<file path="config.mk">
export PLATFORM = sky130hd
export DESIGN_NAME = cpu_lockstep_cmp
export DESIGN_NICKNAME = d
export VERILOG_FILES = /design/src/rtl/cpu_cmp_pkg.sv /design/src/rtl/cpu_cmp_fifo.sv /design/src/rtl/cpu_lockstep_cmp.sv
export SDC_FILE = /design/constraint.sdc
export NUM_CORES = 1
export LEC_CHECK = 0
export BUFFER_PORTS_ARGS = -buffer_cell sky130_fd_sc_hd__clkbuf_2
export CAP_MARGIN = 20
export CORE_AREA = 2 2 197 238
export CTS_CLUSTER_DIAMETER = 100
export DETAILED_ROUTE_END_ITERATION = 16
export DIE_AREA = 0 0 199 240
export SLEW_MARGIN = 20
export SYNTH_ARGS = -nofsm -noshare
export SYNTH_HDL_FRONTEND = slang
export SYNTH_SLANG_ARGS = --single-unit
</file>
<file path="constraint.sdc">
create_clock -name clk -period 6.2 [get_ports clk]
set_input_delay 1.24 -clock clk [delete_from_list [all_inputs] [get_ports clk]]
set_output_delay 1.24 -clock clk [all_outputs]
set_load 0.05 [all_outputs]
</file>
<file path="src/rtl/cpu_cmp_pkg.sv">
// ---------------------------------------------------------------------------
// cpu_cmp_pkg
// Shared types for the lockstep bus-transaction comparator.
//   bus_txn_t   : one memory-bus transaction {we, addr, data}, 25 bits packed
//   cmp_state_e : comparator state, RUN until the first failure, then FAIL
//   TXN_W       : packed width of bus_txn_t
// ---------------------------------------------------------------------------
package cpu_cmp_pkg;

   localparam int TXN_W = 25;

   typedef struct packed {
      logic        we;
      logic [15:0] addr;
      logic [7:0]  data;
   } bus_txn_t;

   typedef enum logic [0:0] {
      RUN  = 1'b0,
      FAIL = 1'b1
   } cmp_state_e;

endpackage

</file>
<file path="src/rtl/cpu_cmp_fifo.sv">
// ---------------------------------------------------------------------------
// cpu_cmp_fifo
// Synchronous first-word-fall-through FIFO of bus_txn_t, one per CPU side.
// Ports:
//   clk, rst   : clock, asynchronous active-high reset
//   clr        : synchronous flush, overrides push and pop
//   push       : write push_data; accepted when not full, or when full and
//                a pop happens in the same cycle
//   push_data  : transaction to store
//   pop        : remove the head entry (ignored when empty)
//   pop_data   : current head entry (meaningful only when !empty)
//   full/empty : occupancy flags derived from registered pointers
// Parameter DEPTH must be a power of two, at least 2.
// ---------------------------------------------------------------------------
module cpu_cmp_fifo
   import cpu_cmp_pkg::*;
#(
   parameter int DEPTH = 8
) (
   input  logic     clk,
   input  logic     rst,
   input  logic     clr,
   input  logic     push,
   input  bus_txn_t push_data,
   input  logic     pop,
   output bus_txn_t pop_data,
   output logic     full,
   output logic     empty
);

   localparam int AW = $clog2(DEPTH);

   // One extra pointer bit distinguishes full from empty when indices match.
   logic [AW:0] wr_ptr_q, wr_ptr_d;
   logic [AW:0] rd_ptr_q, rd_ptr_d;
   bus_txn_t    mem_q [DEPTH];
   logic        wr_en_s;
   logic        rd_en_s;

   assign empty    = (wr_ptr_q == rd_ptr_q);
   assign full     = (wr_ptr_q[AW] != rd_ptr_q[AW]) &&
                     (wr_ptr_q[AW-1:0] == rd_ptr_q[AW-1:0]);
   assign rd_en_s  = pop && !empty;
   // A full FIFO still accepts a push when the head leaves in the same cycle.
   assign wr_en_s  = push && (!full || rd_en_s);
   assign pop_data = mem_q[rd_ptr_q[AW-1:0]];

   // Next-state pointer arithmetic with flush priority.
   always_comb begin
      wr_ptr_d = wr_ptr_q;
      rd_ptr_d = rd_ptr_q;
      if (clr) begin
         wr_ptr_d = {(AW+1){1'b0}};
         rd_ptr_d = {(AW+1){1'b0}};
      end else begin
         if (wr_en_s) begin
            wr_ptr_d = wr_ptr_q + (AW+1)'(1);
         end else begin
            wr_ptr_d = wr_ptr_q;
         end
         if (rd_en_s) begin
            rd_ptr_d = rd_ptr_q + (AW+1)'(1);
         end else begin
            rd_ptr_d = rd_ptr_q;
         end
      end
   end

   // Pointer registers.
   always_ff @(posedge clk or posedge rst) begin
      if (rst) begin
         wr_ptr_q <= {(AW+1){1'b0}};
         rd_ptr_q <= {(AW+1){1'b0}};
      end else begin
         wr_ptr_q <= wr_ptr_d;
         rd_ptr_q <= rd_ptr_d;
      end
   end

   // Storage array; contents are only observed behind valid pointers, so no reset.
   always_ff @(posedge clk) begin
      if (wr_en_s && !clr) begin
         mem_q[wr_ptr_q[AW-1:0]] <= push_data;
      end
   end

endmodule

</file>
<file path="src/rtl/cpu_lockstep_cmp.sv">
// ---------------------------------------------------------------------------
// cpu_lockstep_cmp
// Lockstep comparator for the DUV and reference CPU memory-bus streams.
// Each stream is buffered in its own FIFO; whenever both hold an entry the
// heads are popped together and compared on all 25 bits.
// Ports:
//   clk, rst            : clock, asynchronous active-high reset
//   clr                 : synchronous clear of FIFOs, counters and flags
//   duv_* / ref_*       : per-side transaction (vld, addr, data, we)
//   mismatch            : one-cycle pulse per miscompared pair
//   fail                : sticky, first mismatch / overflow / timeout seen
//   overflow            : sticky, a push was dropped on a full FIFO
//   timeout             : sticky watchdog flag
//   match_cnt           : saturating count of equal pairs
//   mismatch_cnt        : saturating count of unequal pairs
//   fst_duv / fst_ref   : first failing pair {we, addr, data}; zero if the
//                         first failure was not a mismatch
// Optional feature macro: CPU_CMP_TIMEOUT_EN enables the stall watchdog
// (TIMEOUT cycles with exactly one FIFO non-empty). Without it, timeout is 0.
// ---------------------------------------------------------------------------
module cpu_lockstep_cmp
   import cpu_cmp_pkg::*;
#(
   parameter int DEPTH   = 8,
   parameter int CNT_W   = 16,
   parameter int TIMEOUT = 256
) (
   input  logic             clk,
   input  logic             rst,
   input  logic             clr,
   input  logic             duv_vld,
   input  logic [15:0]      duv_addr,
   input  logic [7:0]       duv_data,
   input  logic             duv_we,
   input  logic             ref_vld,
   input  logic [15:0]      ref_addr,
   input  logic [7:0]       ref_data,
   input  logic             ref_we,
   output logic             mismatch,
   output logic             fail,
   output logic             overflow,
   output logic             timeout,
   output logic [CNT_W-1:0] match_cnt,
   output logic [CNT_W-1:0] mismatch_cnt,
   output logic [TXN_W-1:0] fst_duv,
   output logic [TXN_W-1:0] fst_ref
);

   // Elaboration-time parameter sanity checks.
   if ((DEPTH < 2) || ((DEPTH & (DEPTH - 1)) != 0)) begin : g_bad_depth
      $error("cpu_lockstep_cmp: DEPTH must be a power of two >= 2");
   end
   if (TIMEOUT < 1) begin : g_bad_timeout
      $error("cpu_lockstep_cmp: TIMEOUT must be >= 1");
   end

   bus_txn_t   duv_in_s, ref_in_s;
   bus_txn_t   duv_head_s, ref_head_s;
   logic       duv_full_s, duv_empty_s;
   logic       ref_full_s, ref_empty_s;
   logic       cmp_en_s;
   logic       pair_eq_s;
   logic       drop_s;
   logic       wd_hit_s;

   cmp_state_e       state_q, state_d;
   logic             mismatch_q, mismatch_d;
   logic             overflow_q, overflow_d;
   logic [CNT_W-1:0] match_cnt_q, match_cnt_d;
   logic [CNT_W-1:0] mismatch_cnt_q, mismatch_cnt_d;
   logic [TXN_W-1:0] fst_duv_q, fst_duv_d;
   logic [TXN_W-1:0] fst_ref_q, fst_ref_d;

   assign duv_in_s = '{we: duv_we, addr: duv_addr, data: duv_data};
   assign ref_in_s = '{we: ref_we, addr: ref_addr, data: ref_data};

   // clr suppresses the compare so nothing is popped or counted that cycle.
   assign cmp_en_s  = !duv_empty_s && !ref_empty_s && !clr;
   assign pair_eq_s = (duv_head_s == ref_head_s);
   // A push is lost only when its FIFO is full and no compare frees a slot.
   assign drop_s    = !clr && !cmp_en_s &&
                      ((duv_vld && duv_full_s) || (ref_vld && ref_full_s));

   cpu_cmp_fifo #(.DEPTH(DEPTH)) u_duv_fifo (
      .clk       (clk),
      .rst       (rst),
      .clr       (clr),
      .push      (duv_vld),
      .push_data (duv_in_s),
      .pop       (cmp_en_s),
      .pop_data  (duv_head_s),
      .full      (duv_full_s),
      .empty     (duv_empty_s)
   );

   cpu_cmp_fifo #(.DEPTH(DEPTH)) u_ref_fifo (
      .clk       (clk),
      .rst       (rst),
      .clr       (clr),
      .push      (ref_vld),
      .push_data (ref_in_s),
      .pop       (cmp_en_s),
      .pop_data  (ref_head_s),
      .full      (ref_full_s),
      .empty     (ref_empty_s)
   );

`ifdef CPU_CMP_TIMEOUT_EN
   localparam int WD_W = $clog2(TIMEOUT + 1);

   logic [WD_W-1:0] wd_cnt_q, wd_cnt_d;
   logic            timeout_q, timeout_d;

   assign wd_hit_s = !clr && (wd_cnt_q == WD_W'(TIMEOUT));

   // Watchdog: counts while exactly one side has data. Pops only happen
   // when both sides are non-empty, so the "other" states cover every pop.
   always_comb begin
      wd_cnt_d  = wd_cnt_q;
      timeout_d = timeout_q;
      if (clr) begin
         wd_cnt_d  = {WD_W{1'b0}};
         timeout_d = 1'b0;
      end else begin
         if (duv_empty_s ^ ref_empty_s) begin
            if (wd_cnt_q != WD_W'(TIMEOUT)) begin
               wd_cnt_d = wd_cnt_q + WD_W'(1);
            end else begin
               wd_cnt_d = wd_cnt_q;
            end
         end else begin
            wd_cnt_d = {WD_W{1'b0}};
         end
         timeout_d = timeout_q || wd_hit_s;
      end
   end

   // Watchdog registers.
   always_ff @(posedge clk or posedge rst) begin
      if (rst) begin
         wd_cnt_q  <= {WD_W{1'b0}};
         timeout_q <= 1'b0;
      end else begin
         wd_cnt_q  <= wd_cnt_d;
         timeout_q <= timeout_d;
      end
   end

   assign timeout = timeout_q;
`else
   assign wd_hit_s = 1'b0;
   assign timeout  = 1'b0;
`endif

   // Compare result, saturating counters, sticky flags and first-fail capture.
   always_comb begin
      state_d        = state_q;
      mismatch_d     = 1'b0;
      overflow_d     = overflow_q;
      match_cnt_d    = match_cnt_q;
      mismatch_cnt_d = mismatch_cnt_q;
      fst_duv_d      = fst_duv_q;
      fst_ref_d      = fst_ref_q;
      if (clr) begin
         state_d        = RUN;
         overflow_d     = 1'b0;
         match_cnt_d    = {CNT_W{1'b0}};
         mismatch_cnt_d = {CNT_W{1'b0}};
         fst_duv_d      = {TXN_W{1'b0}};
         fst_ref_d      = {TXN_W{1'b0}};
      end else begin
         if (cmp_en_s && pair_eq_s) begin
            if (match_cnt_q != {CNT_W{1'b1}}) begin
               match_cnt_d = match_cnt_q + CNT_W'(1);
            end else begin
               match_cnt_d = match_cnt_q;
            end
         end else if (cmp_en_s) begin
            mismatch_d = 1'b1;
            if (mismatch_cnt_q != {CNT_W{1'b1}}) begin
               mismatch_cnt_d = mismatch_cnt_q + CNT_W'(1);
            end else begin
               mismatch_cnt_d = mismatch_cnt_q;
            end
         end else begin
            mismatch_d = 1'b0;
         end

         if (drop_s) begin
            overflow_d = 1'b1;
         end else begin
            overflow_d = overflow_q;
         end

         // Only a mismatch-driven entry into FAIL records the failing pair.
         case (state_q)
            RUN: begin
               if (cmp_en_s && !pair_eq_s) begin
                  state_d   = FAIL;
                  fst_duv_d = duv_head_s;
                  fst_ref_d = ref_head_s;
               end else if (drop_s || wd_hit_s) begin
                  state_d = FAIL;
               end else begin
                  state_d = RUN;
               end
            end
            FAIL:    state_d = FAIL;
            default: state_d = RUN;
         endcase
      end
   end

   // Comparator state and output registers.
   always_ff @(posedge clk or posedge rst) begin
      if (rst) begin
         state_q        <= RUN;
         mismatch_q     <= 1'b0;
         overflow_q     <= 1'b0;
         match_cnt_q    <= {CNT_W{1'b0}};
         mismatch_cnt_q <= {CNT_W{1'b0}};
         fst_duv_q      <= {TXN_W{1'b0}};
         fst_ref_q      <= {TXN_W{1'b0}};
      end else begin
         state_q        <= state_d;
         mismatch_q     <= mismatch_d;
         overflow_q     <= overflow_d;
         match_cnt_q    <= match_cnt_d;
         mismatch_cnt_q <= mismatch_cnt_d;
         fst_duv_q      <= fst_duv_d;
         fst_ref_q      <= fst_ref_d;
      end
   end

   assign mismatch     = mismatch_q;
   assign fail         = (state_q == FAIL);
   assign overflow     = overflow_q;
   assign match_cnt    = match_cnt_q;
   assign mismatch_cnt = mismatch_cnt_q;
   assign fst_duv      = fst_duv_q;
   assign fst_ref      = fst_ref_q;

endmodule

</file>
==> impl_summary.txt, run 1 <==
----------------------------------------------------
[STA]
  Share of the cycle needed by the critical path after routing ... 0.806
  Final clock skew ... 0.0249 ns
  Final min period ... 5.00 ns
  Final Hold Fails ... 0
  Setup violations, final ... 0
  Summed negative setup slack over all endpoints ... 0 ns
  Worst slew slack as a fraction of its limit ... 0.331
  Fmax ... 0.200 GHz
  Unrepaired setup endpoints after global routing ... false
  Measured slew at the worst slew-check pin ... 1.00 ns
  Max-slew violation total from the final report ... 0

[CTS]
  Clock root cell ... sky130_fd_sc_hd__clkbuf_16
  Total setup buffers inserted after CTS ... 0
  Clk sinks ... 501
  Cells resized by post-CTS repair ... 0
  Clock tree from TritonCTS ... yes
  Hold buffers post-CTS ... 0
  CTS Buf Count ... 50
  Number of H-tree branching levels ... 2
  Clock slew seen by the registers of the worst setup and hold paths ... 0.06 ns
  Clock latency of the later-clocked register in the worst-skew pair ... 0.58 ns
  Worst-case clock buffer depth ... 3

[Pwr]
  Max rail drop VDD ... 0.000253 V
  Power consumption ... 8.39 mW
  Standby leakage power ... 8.75 nW
  Pwr per Cell Area ... 353 nW/um^2

[GRT]
  Antenna violations before repair ... 4
  Global-route track usage on met3 ... 0.0302
  Met1 Resource Use GR ... 0.272
  Maximum number of pins on one net before global-route repair ... 63
  Global-route wire length before repair ... 70300 um
  Number of global-route vias before repair ... 11200
  Highest-utilization routing layer at the global route stage ... met2
  Overall track demand over capacity in global routing ... 0.199
  Global route total overflow ... 0
  Global-route track usage on met2 ... 0.331

[Job]
  Max-cap violations ... 0

[Synth]
  Instance count of the mapped netlist ... 1250
  Area share of the largest cell type after synthesis ... 0.581
  Area leader, netlist ... sky130_fd_sc_hd__edfxtp_1
  Post-synth net total ... 1311
  Fraction of registers with async set or reset after synthesis ... 0.202
  Mean post-synth cell area ... 16.5 um^2
  Synthesized flop and latch total ... 501
  Share of synthesized area occupied by flip-flops and latches ... 0.703
  Summed instance area of the synthesized netlist ... 20700 um^2
  Yosys warning total ... 0
  Leading post-synthesis cells by cell area ... sky130_fd_sc_hd__edfxtp_1 58%, sky130_fd_sc_hd__dfrtp_1 12%, sky130_fd_sc_hd__mux2i_1 7.4%
  Count of flip-flops with a built-in enable after synthesis ... 400
  Most frequently used flop master after synthesis ... sky130_fd_sc_hd__edfxtp_1
  Post-synthesis cell type count ... 45

[Layout]
  Commonest cells after routing, fill and taps aside ... 400 x sky130_fd_sc_hd__edfxtp_1, 152 x sky130_fd_sc_hd__mux2i_1, 138 x sky130_fd_sc_hd__clkbuf_2, 97 x sky130_fd_sc_hd__dfrtp_1, 74 x sky130_fd_sc_hd__nor2_1
  Nets@finish ... 1468
  Leading cell type in the layout, fill and taps excluded ... sky130_fd_sc_hd__edfxtp_1
  Total of fill cells in the finished design ... 3747
  Synthesis-to-finish area growth ... 14.9%
  Share of layout cells above drive strength 1 ... 0.247

[Setup path]
  Type of the worst setup path ... reg -> reg
  Critical-path maximum fanout ... 38
  Type of destination of the critical path ... flip-flop
  Sort of element at the start of the critical path ... flip-flop
  Worst endpoint data arrival time ... 5.49 ns
  Required time at the worst-slack endpoint ... 6.69 ns

[Placement]
  Final GP Congestion ... 0.755
  Port bufs ... 139
  Final HPWL from detailed placement ... 29200 um

[Floorplan]
  I/O pin total ... 141
  Number of standard-cell rows in the floorplan ... 86
  Initial Util ... 0.454
  Area of the die ... 47800 um^2
  Core box area ... 45500 um^2
  Horiz. Die Dim ... 199 um
  DIE HEIGHT ... 240 um

[Drt]
  Drt initial violations ... 656
  First-pass iteration count of the detailed router ... 5
  Wire length per cell after detailed routing ... 22.7 um
  DRC violation count after routing ... 0
  Vias post-DR ... 11200
  DR vias/cell ... 5.44
  Count of antenna-violating nets left after detailed routing ... 0
  Total wire length ... 46800 um

[Outcome]
  Run status ... finished, final reports clean

[Min path]
  Worst hold path class ... reg -> reg

----------------------------------------------------
-- state kept, by name (all words and copies together) (netlist names) --
register and cells:
u_duv_fifo.mem_q 200, u_ref_fifo.mem_q 200, fst_duv 25, fst_ref 25, match_cnt 16, mismatch_cnt 16, u_duv_fifo.rd_ptr_q 4, u_duv_fifo.wr_ptr_q 4
u_ref_fifo.rd_ptr_q 4, u_ref_fifo.wr_ptr_q 4, fail 1, mismatch 1, overflow 1
-- final cells by class --
cell class	instances	area, um^2	share of cell area
tap	616	771	0.0324
clock inverter	20	196	0.00827
sequential	501	14500	0.612
timing repair buffer	174	1040	0.0436
multi-input combinational	673	5790	0.244
antenna	2	5.00	0.000211
inverter	7	28.8	0.00121
clock buffer	73	1380	0.0580
-- critical path, cell delays in order, from the launching register on --
cell and delay (ns):
sky130_fd_sc_hd__dfrtp_2 0.75, sky130_fd_sc_hd__buf_4 0.44, sky130_fd_sc_hd__mux4_2 0.54, sky130_fd_sc_hd__mux2i_1 0.44
sky130_fd_sc_hd__o21ai_0 0.17, sky130_fd_sc_hd__a22oi_1 0.40, sky130_fd_sc_hd__and4_1 0.39, sky130_fd_sc_hd__and4_4 0.49
sky130_fd_sc_hd__or3_4 0.66, sky130_fd_sc_hd__buf_4 0.38, sky130_fd_sc_hd__mux2i_1 0.22
-- through the flow --
step,area (um^2),worst slack [ns],std cells,hold WS [ns],utilization
after floorplan,20700,1.68,1250,0.523,-
after global placement,22200,1.15,1971,0.488,0.487
after detailed placement,22200,1.08,1971,0.496,0.487
after CTS,23700,1.09,2064,0.509,0.522
after global routing,23800,0.911,2065,0.519,0.522
final,23800,1.20,2066,0.516,0.522
-- worst paths after layout --
kind	slack (ns)	endpoint	from	depth (start not counted)
max in group asynchronous	4.12	u_duv_fifo.rd_ptr_q[0]$_DFFE_PP0P_	rst	3
max reg2reg	1.20	fst_ref[11]$_DFFE_PP0P_	u_ref_fifo.rd_ptr_q[0]$_DFFE_PP0P_	10
min in group asynchronous	0.85	mismatch_cnt[2]$_DFFE_PP0P_	rst	2
min	0.52	match_cnt[11]$_DFFE_PP0P_	match_cnt[11]$_DFFE_PP0P_	1
min reg2reg	0.52	match_cnt[11]$_DFFE_PP0P_	match_cnt[11]$_DFFE_PP0P_	1
max	1.20	fst_ref[11]$_DFFE_PP0P_	u_ref_fifo.rd_ptr_q[0]$_DFFE_PP0P_	10
-- metal layers --
metal  routed length, um  share of wire  up-vias
met5                  21        0.00045        -
met4                1080          0.023        4
met3                2350          0.050       71
met2               22900           0.49      309
met1               20500           0.44     5754
li1                    -              -     5104
-- power breakdown --
part	internal, mW	switching [mW]
Clock	1.67	1.24
Sequential	3.78	0.182
Combinational	0.553	0.959
Total	6.00	2.38
-- Yosys cell counts, types with 3 or more instances --
cell,n
sky130_fd_sc_hd__edfxtp_1,400
sky130_fd_sc_hd__mux2i_1,152
sky130_fd_sc_hd__dfrtp_1,101
sky130_fd_sc_hd__nor2_1,86
sky130_fd_sc_hd__nand2_1,58
sky130_fd_sc_hd__mux4_2,56
sky130_fd_sc_hd__nor2b_1,45
sky130_fd_sc_hd__a22o_1,32
sky130_fd_sc_hd__clkbuf_1,27
sky130_fd_sc_hd__mux2_2,24
sky130_fd_sc_hd__buf_2,23
sky130_fd_sc_hd__o21ai_0,23
sky130_fd_sc_hd__or3_1,23
sky130_fd_sc_hd__a22oi_1,20
sky130_fd_sc_hd__nand3_1,18
sky130_fd_sc_hd__a21oi_1,17
sky130_fd_sc_hd__xor2_1,16
sky130_fd_sc_hd__nand4_1,14
sky130_fd_sc_hd__xnor2_1,13
sky130_fd_sc_hd__and3_1,11
sky130_fd_sc_hd__buf_4,11
sky130_fd_sc_hd__mux2_4,10
sky130_fd_sc_hd__and2_1,9
sky130_fd_sc_hd__nor3_1,9
sky130_fd_sc_hd__inv_1,7
sky130_fd_sc_hd__ha_1,6
sky130_fd_sc_hd__mux2_1,6
sky130_fd_sc_hd__buf_6,5
sky130_fd_sc_hd__nand2b_1,4
sky130_fd_sc_hd__and4_1,3
sky130_fd_sc_hd__nor4_1,3
-- cell families after synthesis --
logic type,after synthesis,synth area share
simple gates,288,0.0691
fa+ha+maj,6,0.00363
xor+xnor,29,0.0123
flops,501,0.703
mux,248,0.158
buf+inv,76,0.0196
compound gates,101,0.0337
other cells,1,0.000181
Note: power is estimated with default switching activity, not from simulation.
==> inputs of run 2 (changes only) <==
- PLACE_DENSITY: unset -> 0.65
- clock period: 6.2 -> 4.2 ns (I/O delays scaled with it)
==> run 2 against run 1 <==
Sequential power grew 46%. Final cell count grew 0.87%. Cell area grew 0.62%. Die area is the same. Non-clock buffer count grew 18. Worst setup slack lost 0.92 ns. Utilization grew 0.32 points. Wire length shrank 0.63%. Hold slack lost 0.041 ns. Clock power grew 42%. Critical path type unchanged. Largest cell class unchanged.
==> impl_summary.txt, run 2 (synthesis gave the netlist of run 1 again) <==
----------------------------------------------------
[Outcome]
  Run status ... finished, final reports clean

[Placement]
  Port bufs ... 139
  Place WS ... 0.267 ns
  Final GP Congestion ... 0.809
  Number of placed instances, taps included ... 1989
  Final HPWL from detailed placement ... 29500 um

[Drt]
  Count of antenna-violating nets left after detailed routing ... 0
  Wire length per cell after detailed routing ... 22.3 um
  Met2 layer wire length in the routed design ... 23200 um
  Met3 layer wire length in the routed design ... 2770 um
  Topmost layer with routed signal wires ... met4
  DR vias/cell ... 5.45
  Vias post-DR ... 11400
  Total wire length ... 46500 um
  Drt initial violations ... 804
  First-pass iteration count of the detailed router ... 5
  Met1 Wirelength ... 19400 um
  DRC violation count after routing ... 0

[Pwr]
  Standby leakage power ... 8.82 nW
  Power consumption ... 12.3 mW
  Max rail drop VDD ... 0.000301 V
  Pwr per Cell Area ... 513 nW/um^2

[CTS]
  Hold buffers post-CTS ... 0
  Clock slew seen by the registers of the worst setup and hold paths ... 0.06 ns
  Clock root cell ... sky130_fd_sc_hd__clkbuf_16
  Clk sinks ... 501
  Total setup buffers inserted after CTS ... 0
  Cells resized by post-CTS repair ... 0
  CTS Buf Count ... 50
  Clock latency of the later-clocked register in the worst-skew pair ... 0.58 ns
  Clock tree from TritonCTS ... yes
  Number of H-tree branching levels ... 2
  Worst-case clock buffer depth ... 3

[Layout]
  Leading cell type in the layout, fill and taps excluded ... sky130_fd_sc_hd__edfxtp_1
  Final cell count without fillers ... 2084
  Synthesis-to-finish area growth ... 15.6%
  Final core occ ... 0.525
  Commonest cells after routing, fill and taps aside ... 400 x sky130_fd_sc_hd__edfxtp_1, 152 x sky130_fd_sc_hd__mux2i_1, 138 x sky130_fd_sc_hd__clkbuf_2, 97 x sky130_fd_sc_hd__dfrtp_1, 74 x sky130_fd_sc_hd__nor2_1
  Nets@finish ... 1486
  Share of layout cells above drive strength 1 ... 0.254

[Floorplan]
  I/O pin total ... 141
  Initial Util ... 0.454
  Number of standard-cell rows in the floorplan ... 86
  DIE HEIGHT ... 240 um
  Horiz. Die Dim ... 199 um
  Area of the die ... 47800 um^2
  Core box area ... 45500 um^2

[STA]
  Worst slew slack as a fraction of its limit ... 0.343
  Summed negative setup slack over all endpoints ... 0 ns
  Max-slew violation total from the final report ... 0
  Final min period ... 3.92 ns
  Setup violations, final ... 0
  Fmax ... 0.255 GHz
  Measured slew at the worst slew-check pin ... 0.985 ns
  Unrepaired setup endpoints after global routing ... false
  Fin worst setup slack ... 0.280 ns
  Share of the cycle needed by the critical path after routing ... 0.933
  Final clock skew ... 0.0334 ns
  Final Hold Fails ... 0

[Setup path]
  Required time at the worst-slack endpoint ... 4.67 ns
  Worst endpoint data arrival time ... 4.39 ns
  Depth of the worst register-to-register path ... 11
  Crit Reg-Reg Startpoint ... u_ref_fifo.rd_ptr_q[1]$_DFFE_PP0P_
  Setup slack, reg-to-reg ... 0.28 ns
  Type of destination of the critical path ... flip-flop
  Type of the worst setup path ... reg -> reg
  RR Endpoint ... fst_ref[9]$_DFFE_PP0P_
  Sort of element at the start of the critical path ... flip-flop
  Critical-path maximum fanout ... 18

[Job]
  Max-cap violations ... 0

[GRT]
  Overall track demand over capacity in global routing ... 0.198
  Global-route wire length before repair ... 70400 um
  Antenna violations before repair ... 2
  Global route total overflow ... 0
  Maximum number of pins on one net before global-route repair ... 71
  Number of global-route vias before repair ... 11600

[Min path]
  Worst hold path class ... in -> async

----------------------------------------------------
## run 2: worst max-delay path by stage
stage	cells after the start	to	start	slack (ns)
floorplan	10	u_duv_fifo.mem_q[4][0]$_DFFE_PP_	u_ref_fifo.rd_ptr_q[0]$_DFFE_PP0P_	0.35
global placement	10	match_cnt[11]$_DFFE_PP0P_	u_ref_fifo.rd_ptr_q[1]$_DFFE_PP0P_	0.27
detailed placement	10	match_cnt[11]$_DFFE_PP0P_	u_ref_fifo.rd_ptr_q[1]$_DFFE_PP0P_	0.27
CTS	11	fst_ref[9]$_DFFE_PP0P_	u_ref_fifo.rd_ptr_q[1]$_DFFE_PP0P_	0.21
global route	10	fst_ref[1]$_DFFE_PP0P_	u_ref_fifo.rd_ptr_q[0]$_DFFE_PP0P_	0.05
finish	11	fst_ref[9]$_DFFE_PP0P_	u_ref_fifo.rd_ptr_q[1]$_DFFE_PP0P_	0.28
## run 2: where the power goes
part	total, mW	internal, mW	switching, mW
Clock	4.13	2.34	1.78
Combinational	2.35	0.866	1.48
Sequential	5.79	5.58	0.215
Total	12.3	8.79	3.48
## run 2: critical path, stage by stage, from the launching register on
cell	delay, ns
sky130_fd_sc_hd__dfrtp_2	0.72
sky130_fd_sc_hd__buf_12	0.24
sky130_fd_sc_hd__mux4_2	0.51
sky130_fd_sc_hd__mux2i_1	0.50
sky130_fd_sc_hd__o21ai_0	0.19
sky130_fd_sc_hd__a22oi_1	0.28
sky130_fd_sc_hd__and4_1	0.34
sky130_fd_sc_hd__and4_4	0.26
sky130_fd_sc_hd__or3_4	0.20
sky130_fd_sc_hd__buf_12	0.19
sky130_fd_sc_hd__buf_4	0.16
sky130_fd_sc_hd__mux2i_1	0.23
## run 2: layout make-up
| class | instances | area (um^2) |
|---|---|---|
| Multi-Input combinational cell | 673 | 5810 |
| Tap cell | 616 | 771 |
| Sequential cell | 501 | 14500 |
| Inverter | 7 | 28.8 |
| Timing Repair Buffer | 192 | 1220 |
| Antenna cell | 2 | 5.00 |
| Clock buffer | 76 | 1430 |
| Fill cell | 3700 | 21600 |
| Clock inverter | 17 | 83.8 |
## run 2: metrics by stage
step	area [um^2]	hold slack [ns]
floorplan	20700	0.523
global placement	22400	0.470
detailed placement	22400	0.485
CTS	23900	0.498
global route	23900	0.535
finish	23900	0.475
## run 2: per-layer routing
metal	global-route usage	vias to the layer above
met1	0.262	5823
met3	0.0380	61
li1	-	5147
met4	0.0581	0
met5	0	-
met2	0.336	333
